<file path="src/rtl/immediate_materializer_if.sv">
// Request/instruction handshake bundle for the immediate materializer.
// master = injector side issuing constants, slave = materializer.
interface immediate_materializer_if #(
  parameter int BIT_COUNT = 32
);
  logic                 ReqValid;
  logic                 ReqReady;
  logic [BIT_COUNT-1:0] Value;
  logic [4:0]           Rd;
  logic                 InstrValid;
  logic                 InstrReady;
  logic [31:0]          InstrOut;
  logic                 Last;
  logic                 Error;

  modport master (
    output ReqValid, Value, Rd, InstrReady,
    input  ReqReady, InstrValid, InstrOut, Last, Error
  );

  modport slave (
    input  ReqValid, Value, Rd, InstrReady,
    output ReqReady, InstrValid, InstrOut, Last, Error
  );
endinterface

</file>
<file path="src/rtl/immediate_materializer.sv">
// Turns a BIT_COUNT-wide constant into the shortest LUI/ADDI(W) sequence that
// loads it into Rd; one request in flight, valid/ready on both sides.
module immediate_materializer #(
  parameter int BIT_COUNT = 32
) (
  input  logic                   clk,
  input  logic                   reset,
  immediate_materializer_if.slave bus
);

  localparam logic [6:0]  OP_IMM   = 7'b0010011;
  localparam logic [6:0]  OP_IMM32 = 7'b0011011;
  localparam logic [6:0]  OP_LUI   = 7'b0110111;
  localparam logic [6:0]  OP_LOW   = (BIT_COUNT == 64) ? OP_IMM32 : OP_IMM;
  localparam logic [31:0] NOP      = 32'h0000_0013;

  typedef enum logic [1:0] {IDLE, FIRST, SECOND} state_t;

  state_t      state_p1, state_n;
  logic [31:0] instr_p1, instr_n;
  logic [31:0] second_p1, second_n;
  logic        last_p1, last_n;
  logic        err_p1, err_n;

  // Upper 20 bits rounded so that adding the sign-extended low 12 bits
  // lands back on the original value.
  function automatic logic [19:0] round_upper(input logic [31:0] v);
    return v[31:12] + {19'd0, v[11]};
  endfunction

  // Value fits a sign-extended 32-bit immediate when all bits from 31 up agree.
  function automatic logic fits_32(input logic [BIT_COUNT-32:0] hi);
    return (&hi) | ~(|hi);
  endfunction

  function automatic logic [31:0] enc_i(input logic [11:0] imm, input logic [4:0] rs1,
                                        input logic [4:0] rd, input logic [6:0] op);
    return {imm, rs1, 3'b000, rd, op};
  endfunction

  // Stage p0: decode of the request as presented on the accept edge
  logic signed [11:0]    low_p0;
  logic [BIT_COUNT-1:0]  low_ext_p0;
  logic [19:0]           upper_p0;
  logic                  small_p0;
  logic                  fits_p0;

  assign low_p0     = bus.Value[11:0];
  assign low_ext_p0 = {{(BIT_COUNT-12){low_p0[11]}}, low_p0};
  assign upper_p0   = round_upper(bus.Value[31:0]);
  assign small_p0   = (bus.Value == low_ext_p0);
  assign fits_p0    = fits_32(bus.Value[BIT_COUNT-1:31]);

  always_comb begin
    state_n  = state_p1;
    instr_n  = instr_p1;
    second_n = second_p1;
    last_n   = last_p1;
    err_n    = 1'b0;
    case (state_p1)
      IDLE: begin
        if (bus.ReqValid) begin
          second_n = enc_i(low_p0, bus.Rd, bus.Rd, OP_LOW);
          if (!fits_p0) begin
            err_n = 1'b1;
          end else begin
            state_n = FIRST;
            if (bus.Rd == 5'd0) begin
              instr_n = NOP;
              last_n  = 1'b1;
            end else if (small_p0) begin
              instr_n = enc_i(low_p0, 5'd0, bus.Rd, OP_IMM);
              last_n  = 1'b1;
            end else begin
              instr_n = {upper_p0, bus.Rd, OP_LUI};
              last_n  = (low_p0 == 12'sd0);
            end
          end
        end
      end
      FIRST: begin
        if (bus.InstrReady) begin
          if (last_p1) begin
            state_n = IDLE;
            last_n  = 1'b0;
          end else begin
            state_n = SECOND;
            instr_n = second_p1;
            last_n  = 1'b1;
          end
        end
      end
      SECOND: begin
        if (bus.InstrReady) begin
          state_n = IDLE;
          last_n  = 1'b0;
        end
      end
      default: state_n = IDLE;
    endcase
  end

  // Stage p1: registered instruction word and sequence control
  always_ff @(posedge clk) begin
    if (reset) begin
      state_p1 <= IDLE;
      instr_p1 <= 32'd0;
      last_p1  <= 1'b0;
      err_p1   <= 1'b0;
    end else begin
      state_p1 <= state_n;
      instr_p1 <= instr_n;
      last_p1  <= last_n;
      err_p1   <= err_n;
    end
  end

  always_ff @(posedge clk) begin
    second_p1 <= second_n;
  end

  assign bus.ReqReady   = (state_p1 == IDLE);
  assign bus.InstrValid = (state_p1 != IDLE);
  assign bus.InstrOut   = instr_p1;
  assign bus.Last       = last_p1;
  assign bus.Error      = err_p1;

endmodule

</file>
<file path="src/flat_wrapper.sv">
// flat-port wrapper written by rule: the top's interface ports become plain ports
module immediate_materializer_flat 
#(
  parameter int BIT_COUNT = 32
)
  (clk, reset, bus_ReqValid, bus_Value, bus_Rd, bus_InstrReady, bus_ReqReady, bus_InstrValid, bus_InstrOut, bus_Last, bus_Error);
  immediate_materializer_if #(.BIT_COUNT(BIT_COUNT)) bus_i ();
  input  logic clk;
  input  logic reset;
  input wire logic [$bits(bus_i.ReqValid)-1:0] bus_ReqValid;
  input wire logic [$bits(bus_i.Value)-1:0] bus_Value;
  input wire logic [$bits(bus_i.Rd)-1:0] bus_Rd;
  input wire logic [$bits(bus_i.InstrReady)-1:0] bus_InstrReady;
  output wire logic [$bits(bus_i.ReqReady)-1:0] bus_ReqReady;
  output wire logic [$bits(bus_i.InstrValid)-1:0] bus_InstrValid;
  output wire logic [$bits(bus_i.InstrOut)-1:0] bus_InstrOut;
  output wire logic [$bits(bus_i.Last)-1:0] bus_Last;
  output wire logic [$bits(bus_i.Error)-1:0] bus_Error;
  assign bus_i.ReqValid = bus_ReqValid;
  assign bus_i.Value = bus_Value;
  assign bus_i.Rd = bus_Rd;
  assign bus_i.InstrReady = bus_InstrReady;
  assign bus_ReqReady = bus_i.ReqReady;
  assign bus_InstrValid = bus_i.InstrValid;
  assign bus_InstrOut = bus_i.InstrOut;
  assign bus_Last = bus_i.Last;
  assign bus_Error = bus_i.Error;
  immediate_materializer #(.BIT_COUNT(BIT_COUNT)) u_core (.clk(clk), .reset(reset), .bus(bus_i));
endmodule
</file>
<file path="config.mk">
export PLATFORM = sky130hd
export DESIGN_NAME = immediate_materializer_flat
export DESIGN_NICKNAME = d
export VERILOG_FILES = /design/src/rtl/immediate_materializer_if.sv /design/src/rtl/immediate_materializer.sv /design/src/flat_wrapper.sv
export SDC_FILE = /design/constraint.sdc
export NUM_CORES = 1
export LEC_CHECK = 0
export ABC_AREA = 1
export CORE_ASPECT_RATIO = 0.6
export CORE_UTILIZATION = 48
export DETAILED_ROUTE_END_ITERATION = 6
export GPL_ROUTABILITY_DRIVEN = 0
export HOLD_SLACK_MARGIN = 0.1
export PLACE_DENSITY = 0.78
export SYNTH_ARGS = -nofsm -noshare
export SYNTH_HDL_FRONTEND = slang
export SYNTH_SLANG_ARGS = --single-unit
</file>
<file path="constraint.sdc">
create_clock -name clk -period 1.9 [get_ports clk]
set_clock_uncertainty 0.1 [all_clocks]
set_input_delay 0.19 -clock clk [delete_from_list [all_inputs] [get_ports clk]]
set_output_delay 0.19 -clock clk [all_outputs]
set_load 0.02 [all_outputs]
</file>
==> results of run 1 <==
repair_timing:
item                                    CTS  global route
endpoints found under the hold margin     0             0
pin swaps                                 0             1
setup buffers                             0             2
endpoints found under the setup margin   27            24
resized for setup                         6            19
final timing paths:
path,from,end,slack (ns),depth (start not counted)
setup reg to reg,u_core.state_p1[1],u_core.bus.InstrOut[19],0.08,11
hold / removal,bus_Value[11],u_core.second_p1[31],0.27,2
setup / recovery,u_core.state_p1[1],u_core.bus.InstrOut[19],0.08,11
hold reg to reg,u_core.bus.InstrOut[13],u_core.bus.InstrOut[13],0.39,2
Yosys cell counts:
cell type	number
buf_4	7
inv_1	43
nand3_1	33
nand2_1	94
xnor2_1	1
clkbuf_1	4
or2_4	1
nand4_1	14
inv_2	4
a21boi_0	4
edfxtp_1	17
xor2_1	10
buf_2	8
o21ai_1	2
ha_1	6
a31oi_1	4
nor4_1	3
buf_6	1
nor2_1	34
or2_1	1
nand2_4	1
o21ai_2	2
nor2_2	4
nor2_4	1
o21ai_0	15
nand2_2	1
a211oi_1	1
a21oi_1	38
o21bai_1	2
conb_1	1
dfxtp_1	30
nand3_2	1
nor3_1	2
through the flow:
step | instance area (sq um) | setup TNS, ns
CTS | 3920 | 0
detailed placement | 3830 | -3.38
floorplan | 2800 | 0
finish | 3990 | 0
global placement | 3830 | -2.38
global route | 3990 | -0.0676
flip-flops by register name (all words and copies together) (netlist names):
register             count
u_core.bus.Last          1
u_core.bus.InstrOut     27
u_core.second_p1        17
u_core.state_p1          2
routing by layer:
metal  up-vias  GRT usage, %  share of wire [%]
met1      1405          40.5                 47
met5         -             0                  0
met2       167          40.0                 43
met3         8          5.45                9.1
li1       1488             -                  -
met4         0          4.76                1.2
power by group through the flow:
stage                     registers (mW)  logic (mW)  clock network [mW]
after floorplan                     1.89        1.35                   0
after global placement              1.62        2.71                   0
after detailed placement            1.64        2.77                   0
after CTS                           1.61        2.79               0.594
after global routing                1.66        3.24               0.644
final                               1.62        2.98               0.599
cell families after synthesis:
kind of cell / Yosys count
xor+xnor: 11
simple gates: 190
buf+inv: 67
compound gates: 68
fa+ha+maj: 6
flops: 47
other cells: 1
cell type report:
| class | count | area, sq um |
|---|---|---|
| fillers | 453 | 1610 |
| multi-input cells | 278 | 1440 |
| flip-flops and latches | 47 | 1110 |
| repair buffers | 117 | 1070 |
| inverters | 47 | 186 |
| well taps | 80 | 100 |
| clock buffers | 6 | 72.6 |
| clock inverters | 2 | 12.5 |
==> out/metrics.cfg, run 1 <==
[run_status]
status = complete, no violations

[final_layout]
nets = 543
diodes = 0
final_util_pct = 71.3
stdcell_count = 577
most-common-layout-cells = nand2_1, clkdlybuf4s50_1, inv_1, buf_4, a21oi_1
final_common_cell = nand2_1
layout-drive-gt1-share_pct = 15.3
syn2layout_area_growth_pct = 42.9

[placed_design]
placed_cells = 567
place_ws_ns = -0.204
portBuffers = 73
dpl.hpwl_mm = 6.29

[synthesis]
synth_compound_area_share_pct = 13.3
netlist.area_leader.share_pct = 21.5
ys_seq_area_share_pct = 39.8
syn_area_sq_um = 2790
synth_top_family_by_area = simple AND/OR/NAND/NOR gates
synthDistinctLibCells = 33
synth_mux_area_share_pct = 0
yosys-top-cells-area = dfxtp_1, edfxtp_1, nand2_1, a21oi_1, nand3_1
ys_ff_latch = 47
synth-xor-area-share_pct = 3.45
yosys.area_share.adder_pct = 2.69
yosysTopAreaCell = dfxtp_1
yosys.area_share.simple_pct = 30.1
postSynthAreaPerCell_sq_um = 7.16
yosys_warnings = 0
postSynthCellCount = 390

[global_routing]
antenna_found_initial = 0
grt_max_degree = 21
grt_usage_pct = 26.8
overflow = 0
grt_pass1_wl_mm = 12.5
grt_pass1_vias = 2578

[floorplanning]
die_w_um = 100
die_h_um = 61.1
fp.dieArea_sq_um = 6140
core_sq_um = 5600
row_count = 21
start_util_pct = 49.9
io_pins = 77

[routing]
vias_per_cell = 5.32
antenna_left = 0
drt_iter0_markers = 166
wl_per_cell_um = 14.4
first_pass_iters = 5
vias = 3068
remaining_drc_errors = 0
routed_wl_mm = 8.30

[setup_path]
slowest_delay_ns = 0.35
crit_family = simple AND/OR/NAND/NOR gates
critical_path_class = reg -> reg
crit_buf_inv = 3
crit_top_cell = nand2_2
arrival_ns = 1.95
end_kind = register
crit_fanout = 9
cpMaxStageDelayCell = dfxtp_2
cp_cell_sequence = inv_1 > ha_2 > inv_2 > or2_4 > nand2_4 > nand2_8 > nor2_2 > nand2_2 > inv_4 > nand2_2 > a21oi_2
critPathRequiredTime_ns = 2.04
start_kind = register

[power_and_ir_drop]
p_leak_nw = 1.74
pwr-share-comb_pct = 57.3
seq_power_share_pct = 31.2
internal_power_mw = 2.93
power.share.clock_pct = 11.5
irDropWorstVdd_v = 0.000815
p_sw_share_pct = 43.7
power_mw = 5.21
switchingPower_mw = 2.27
powerDensity_nw_per_um2 = 1300

[clock_network]
htree_levels = 2
clkTransAtPathRegs_ns = 0.09
clock_latency_ns = 0.29
clock_sinks = 47
cts_buffer_depth = 2
cts_tree = yes
cts-root-buf = clkbuf_8
cts_buffers = 5
hold_buffers = 0

[sta]
min_period_over_period_pct = 95.6
hold-worst-slack_ns = 0.265
timing.final.crit_period_ns = 1.82
slew_violations = 0
setup_viol_count_final = 0
fmax_ghz = 0.550
hold_violations = 0
fin_ws_ns = 0.0828

[worst_hold_path]
hp-class = in -> reg

[flow_run]
drv_cap = 0

Power figures use the tool's default switching activity.
==> run 2: changes to the inputs <==
--- a/config.mk
+++ b/config.mk
@@ -8,6 +8,7 @@
 export ABC_AREA = 1
 export CORE_ASPECT_RATIO = 0.6
 export CORE_UTILIZATION = 48
+export CTS_CLUSTER_DIAMETER = 40
 export DETAILED_ROUTE_END_ITERATION = 6
 export GPL_ROUTABILITY_DRIVEN = 0
 export HOLD_SLACK_MARGIN = 0.1
==> results of run 2 <==
Final layout, timing and power as in run 1 (identical DEF).
==> run 3: changes to the inputs <==
--- a/config.mk
+++ b/config.mk
@@ -11,6 +11,7 @@
 export CTS_CLUSTER_DIAMETER = 40
 export DETAILED_ROUTE_END_ITERATION = 6
 export GPL_ROUTABILITY_DRIVEN = 0
+export GPL_TIMING_DRIVEN = 1
 export HOLD_SLACK_MARGIN = 0.1
 export PLACE_DENSITY = 0.78
 export SYNTH_ARGS = -nofsm -noshare
==> results of run 3 <==
Final layout, timing and power as in run 1 (identical DEF).
